--- config.mk ---
export PLATFORM = sky130hd
export DESIGN_NAME = replica_exchange_sequencer
export DESIGN_NICKNAME = d
export VERILOG_FILES = /design/src/rtl/replica_exchange_sequencer.sv
export SDC_FILE = /design/constraint.sdc
export NUM_CORES = 1
export LEC_CHECK = 0
export ABC_AREA = 1
export BUFFER_PORTS_ARGS = -buffer_cell sky130_fd_sc_hd__buf_2
export CAP_MARGIN = 40
export CORE_ASPECT_RATIO = 1.2
export CORE_UTILIZATION = 49
export DETAILED_ROUTE_END_ITERATION = 10
export PLACE_DENSITY = 0.83
export SLEW_MARGIN = 20
export SYNTH_ARGS = -nofsm -noshare
export SYNTH_HDL_FRONTEND = slang
export SYNTH_SLANG_ARGS = --single-unit
export TNS_END_PERCENT = 50
--- constraint.sdc ---
create_clock -name clk -period 2.3 [get_ports clk]
set_clock_uncertainty 0.15 [all_clocks]
set_input_delay 0.115 -clock clk [delete_from_list [all_inputs] [get_ports clk]]
set_output_delay 0.115 -clock clk [all_outputs]
set_load 0.02 [all_outputs]
--- src/rtl/replica_exchange_sequencer.sv ---
// Replica exchange sequencer.
// Runs the per-iteration schedule (request opt/delta, one SELF cycle, one
// PREV/FOLW exchange cycle) over the replica array, alternating even/odd
// neighbour pairs each iteration. All outputs come straight from flops.

package replica_pkg;
  typedef enum logic [1:0] {
    NOP  = 2'd0,
    PREV = 2'd1,
    FOLW = 2'd2,
    SELF = 2'd3
  } exchange_command_t;
endpackage

module replica_exchange_sequencer
  import replica_pkg::*;
#(
  parameter int N_REPLICA = 32,
  parameter int ITER_W    = 16
) (
  input  logic                                 clk,
  input  logic                                 reset,
  input  logic                                 start,
  input  logic                                 abort,
  input  logic [ITER_W-1:0]                    n_iter,
  output logic                                 opt_req,
  input  logic                                 opt_ack,
  output logic                                 rnd_en,
  input  logic [N_REPLICA-2:0]                 ex_accept,
  output exchange_command_t [N_REPLICA-1:0]    cmd,
  output logic                                 busy,
  output logic                                 done,
  output logic [ITER_W-1:0]                    iter_cnt
);

  typedef enum logic [2:0] {
    IDLE  = 3'd0,
    OPT   = 3'd1,
    METRO = 3'd2,
    EXCH  = 3'd3,
    FIN   = 3'd4
  } state_t;

  state_t                            state;
  state_t                            state_next;
  logic [ITER_W-1:0]                 n_iter_lat;
  logic [ITER_W-1:0]                 n_iter_lat_next;
  logic [ITER_W-1:0]                 iter_next;
  logic [ITER_W-1:0]                 iter_inc;
  exchange_command_t [N_REPLICA-1:0] pair_cmd;
  exchange_command_t [N_REPLICA-1:0] cmd_next;

  assign iter_inc = iter_cnt + {{(ITER_W-1){1'b0}}, 1'b1};

  // Exchange pattern for this iteration: pairs start on the replica whose index parity matches iter_cnt[0].
  always_comb begin
    for (int i = 0; i < N_REPLICA; i++) begin
      pair_cmd[i] = NOP;
    end
    for (int i = 0; i < N_REPLICA - 1; i++) begin
      if ((i[0] == iter_cnt[0]) && ex_accept[i]) begin
        pair_cmd[i]     = FOLW;
        pair_cmd[i + 1] = PREV;
      end
    end
  end

  // Next-state and iteration bookkeeping; abort in any active state drops back to IDLE with iter_cnt frozen.
  always_comb begin
    state_next      = state;
    iter_next       = iter_cnt;
    n_iter_lat_next = n_iter_lat;
    case (state)
      IDLE: begin
        if (start) begin
          n_iter_lat_next = n_iter;
          iter_next       = '0;
          state_next      = (n_iter == '0) ? FIN : OPT;
        end
      end
      OPT: begin
        if (opt_ack) begin
          state_next = METRO;
        end
      end
      METRO: begin
        state_next = EXCH;
      end
      EXCH: begin
        iter_next  = iter_inc;
        state_next = (iter_inc == n_iter_lat) ? FIN : OPT;
      end
      FIN: begin
        state_next = IDLE;
      end
      default: begin
        state_next = IDLE;
      end
    endcase
    if ((state != IDLE) && abort) begin
      state_next = IDLE;
      iter_next  = iter_cnt;
    end
  end

  // Replica commands for the upcoming state; only METRO and EXCH ever issue anything but NOP.
  always_comb begin
    for (int i = 0; i < N_REPLICA; i++) begin
      cmd_next[i] = NOP;
    end
    case (state_next)
      METRO: begin
        for (int i = 0; i < N_REPLICA; i++) begin
          cmd_next[i] = SELF;
        end
      end
      EXCH: begin
        cmd_next = pair_cmd;
      end
      default: begin
      end
    endcase
  end

  // State register plus registered Moore outputs decoded from the next state.
  always_ff @(posedge clk) begin
    if (!reset) begin
      state      <= IDLE;
      n_iter_lat <= '0;
      iter_cnt   <= '0;
      opt_req    <= 1'b0;
      rnd_en     <= 1'b0;
      busy       <= 1'b0;
      done       <= 1'b0;
      for (int i = 0; i < N_REPLICA; i++) begin
        cmd[i] <= NOP;
      end
    end else begin
      state      <= state_next;
      n_iter_lat <= n_iter_lat_next;
      iter_cnt   <= iter_next;
      opt_req    <= (state_next == OPT);
      rnd_en     <= (state_next == METRO);
      busy       <= (state_next != IDLE);
      done       <= (state_next == FIN);
      cmd        <= cmd_next;
    end
  end

endmodule

==> run summary <==
The flow ran to the end, but the final reports show violations. The final reports fail on negative setup slack. The yosys synthesis warning count came out at 0. The final period demand of the worst path came out at 2.39 ns.

The slowest stage of the critical path belongs to the cell sky130_fd_sc_hd__dfxtp_4. The tree built by TritonCTS fans out to 74 sinks. The endpoint arrival time on the critical path is 2.56 ns. In the final routed layout, each cell accounts on average for 15.9 um. After detailed placement, the total cell area comes to 0.00457 sq mm.

The total via count in the routed design came out at 4568. The sequential element share of the synthesized area came out at 38.2%. The number of diodes added for antenna fixing came out at 0. In this run the critical register-to-register path is launched from iter_cnt[0]. The path class of the lowest-slack min-delay path is in2reg. In this run, CTS created clock tree buffers numbering 9. The first-pass GRT wire length came out at 19700 um.

Measured against its own limit, the worst slew margin works out to 63.7%. Clock latency on the worst-skew pair, taken at its later pin, is 0.37 ns. The signed area change from the synthesized netlist to the final layout came out at 44.7%.

The number of remaining DRC errors came out at 0. The mean area per synthesized cell is 6.91 sq um. The ratio of cells with drive above 1 in the final layout is 33.7%. The static power due to leakage came out at 0.00300 uW. STA classifies the critical path startpoint as a flop. The period utilization came out at 104%. The number of global-route vias before repair was 4295.

The final critical-path setup slack is -0.0878 ns. For the pin with the worst max-slew slack, the measured transition is 0.540 ns. The required time of the worst setup path came out at 2.47 ns. The initial antenna violation count is 0. The worst setup path is captured at a flop. The horizontal extent of the die is 83.2 um. The length of the first detailed-routing pass in iterations came out at 5. The floorplan step set the die height to 99.4 um. The all-layer global routing usage is 30.0%. The detail-routed via count per cell came out at 5.41. Entering global routing, the biggest net connects 35 pins.

The number of buffers on the longest clock path is 2. The die covers 0.00827 sq mm. The final number of setup-violating endpoints is 35.

The final hold violation count came out at 0. The number of cells on the worst reg-to-reg path is 17. Traced cell by cell, the critical path runs through buf_6, inv_2, nor2_4, buf_4, nand4_1, nand2_1, nand3_1, nand2_2, nand2_1, nor2_2, nand3_2, nand2_4, nand2_8, clkbuf_16, nand3_2, nand2_1, inv_1. Dividing total power by cell area gives a power density of 601 mW/mm^2. The worst hold path terminates at iter_cnt[0].

The CTS H-tree depth is 3. Leaving out fill and tap cells, the most frequent cells in the layout are sky130_fd_sc_hd__nand2_1 (164), sky130_fd_sc_hd__buf_2 (135), sky130_fd_sc_hd__inv_1 (75), sky130_fd_sc_hd__dfxtp_1 (69), sky130_fd_sc_hd__dlygate4sd3_1 (53). The I/O pin count is 136. The number of stages on the worst hold path is 3.

The endpoint identified for the worst register-to-register timing path is cmd[23]. The HPWL after detailed placement came out at 7750 um. The critical setup path kind is reg2reg.

The flop-to-flop setup slack came out at -0.09 ns. In this run the most critical hold path is launched from reset. The largest voltage drop on the vdd net is 0.000504 V. The library cell appearing most often on the critical path is sky130_fd_sc_hd__nand2_1.

Counting every net in the synthesized netlist gives 614. The worst-path maximum fanout is 9. The distinct cell type count after synthesis came out at 30. The routability congestion estimate came out at 0.908. The floorplan core area came out at 0.00766 sq mm.

Based on the critical path, the design can be clocked at up to 0.419 GHz. Prior to clock tree synthesis, the placed netlist has a worst setup slack of -0.0399 ns. The synthesized area came out at 0.00387 sq mm. The violation count after the first detailed-route iteration came out at 264. The max-capacitance violation count is 0.

The clock-pin slew on the worst setup and hold paths is 0.10 ns. The number of instances in the synthesized netlist is 561. Setup repair after global routing could not meet its margin everywhere. The initial core utilization came out at 50.6%. The clock tree from TritonCTS is built. The number of synthesized register bits came out at 74. For this block, the routed nets add up to 13400 um of wire. In this run the remaining antenna-violating nets after routing total 0. On the worst path, the slowest cell contributes a delay of 0.39 ns. Summing all non-filler instances in the final layout gives an area of 0.00561 sq mm. The cell at the root of the clock tree is sky130_fd_sc_hd__clkbuf_8.

The net count reported at finish came out at 801. The row count is 35. The number of buffer cells added on primary ports is 135. The count of final max-slew check failures is 0. The leftover overflow at the end of global routing came out at 0. Leaving out fill and tap cells, the most frequent cell in the layout is sky130_fd_sc_hd__nand2_1.
## synth_stat cells (all sizes together)
cell type  number  area (sq um)
a21oi          34           170
and3b           1          8.76
buf            40           295
clkbuf          9          33.8
clkinv          2          7.51
dfxtp          74          1480
ha              1          12.5
inv            79           297
nand2         176           673
nand3          79           500
nand4           7          50.1
nor2           31           149
nor3            2          10.0
nor4            2          12.5
o21ai          18          93.8
xnor2           2          17.5
xnor3           2          45.0
xor2            2          17.5
## repair_timing
| action | in CTS | in global routing |
|---|---|---|
| hold buffers | 53 | 0 |
| endpoints found under the setup margin | 36 | 42 |
| gates resized for setup | 5 | 43 |
| setup buffers | 3 | 4 |
| pin swaps | 2 | 17 |
| hold endpoints to repair | 51 | 0 |
| cloned | 0 | 3 |
## critical path, delay by kind of cell (launching register included)
family	cells	cell delay, ns
simple gates	12	1.20
buf+inv	5	0.59
flops	1	0.39
## metal layers
layer  GRT usage (%)  vias up  routed length, um
met2            53.3      286               6920
met1            33.0     2109               4780
met3            5.81       66               1070
li1                -     2107                  -
met5               0        -                  0
met4            18.3        0                653
## area by class of cell
cell class | instances | area [sq um]
fillers | 510 | 2060
multi-input cells | 357 | 1920
repair buffers | 225 | 1570
flip-flops and latches | 74 | 1490
inverters | 81 | 309
clock buffers | 9 | 124
well taps | 92 | 115
clock inverters | 7 | 82.6
## worst max path at each step
stage,from,to,slack [ns],depth (start not counted)
floorplan,iter_cnt[1],cmd[23],0.08,14
global placement,iter_cnt[0],cmd[5],0.03,14
detailed placement,iter_cnt[1],cmd[2],-0.04,14
CTS,iter_cnt[1],cmd[2],0.007,17
global route,iter_cnt[0],cmd[23],-0.21,17
finish,iter_cnt[0],cmd[23],-0.09,17
## report_power, final
group          internal [uW]  total, uW  switching [uW]  leakage, uW
registers               1360       1400            45.3     0.000606
clock network            520       1090             575    0.0000988
logic                    367        868             502      0.00230
## stage by stage
step | TNS [ns] | utilization [%] | std cells | hold slack [ns] | total power (uW)
6_report | -1.35 | 73.2 | 845 | 0.0239 | 3370
5_1_grt | -5.82 | 73.2 | 845 | 0.0465 | 3480
4_1_cts | 0 | 69.7 | 838 | 0.00740 | 3240
3_5_place_dp | -0.307 | 59.6 | 766 | 0.261 | 2100
3_3_place_gp | 0 | 59.6 | 766 | 0.256 | 2080
2_1_floorplan | 0 | - | 561 | 0.103 | 1910
## flip-flops by register name, summed over array words and instances, names as in the netlist
register	count
cmd	35
iter_cnt	16
n_iter_lat	16
state	3
busy	1
done	1
opt_req	1
rnd_en	1
## kinds of logic after synthesis
| logic type | Yosys count | share of synthesized area, % |
|---|---|---|
| and+or+nand+nor | 298 | 36.2 |
| buffers and inverters | 130 | 16.3 |
| DFF | 74 | 38.2 |
| AOI/OAI and AO/OA | 52 | 6.81 |
| xor gates and xnor gates | 6 | 2.07 |
| adders and majority gates | 1 | 0.323 |
No activity file was read; power rests on OpenSTA's default activity.
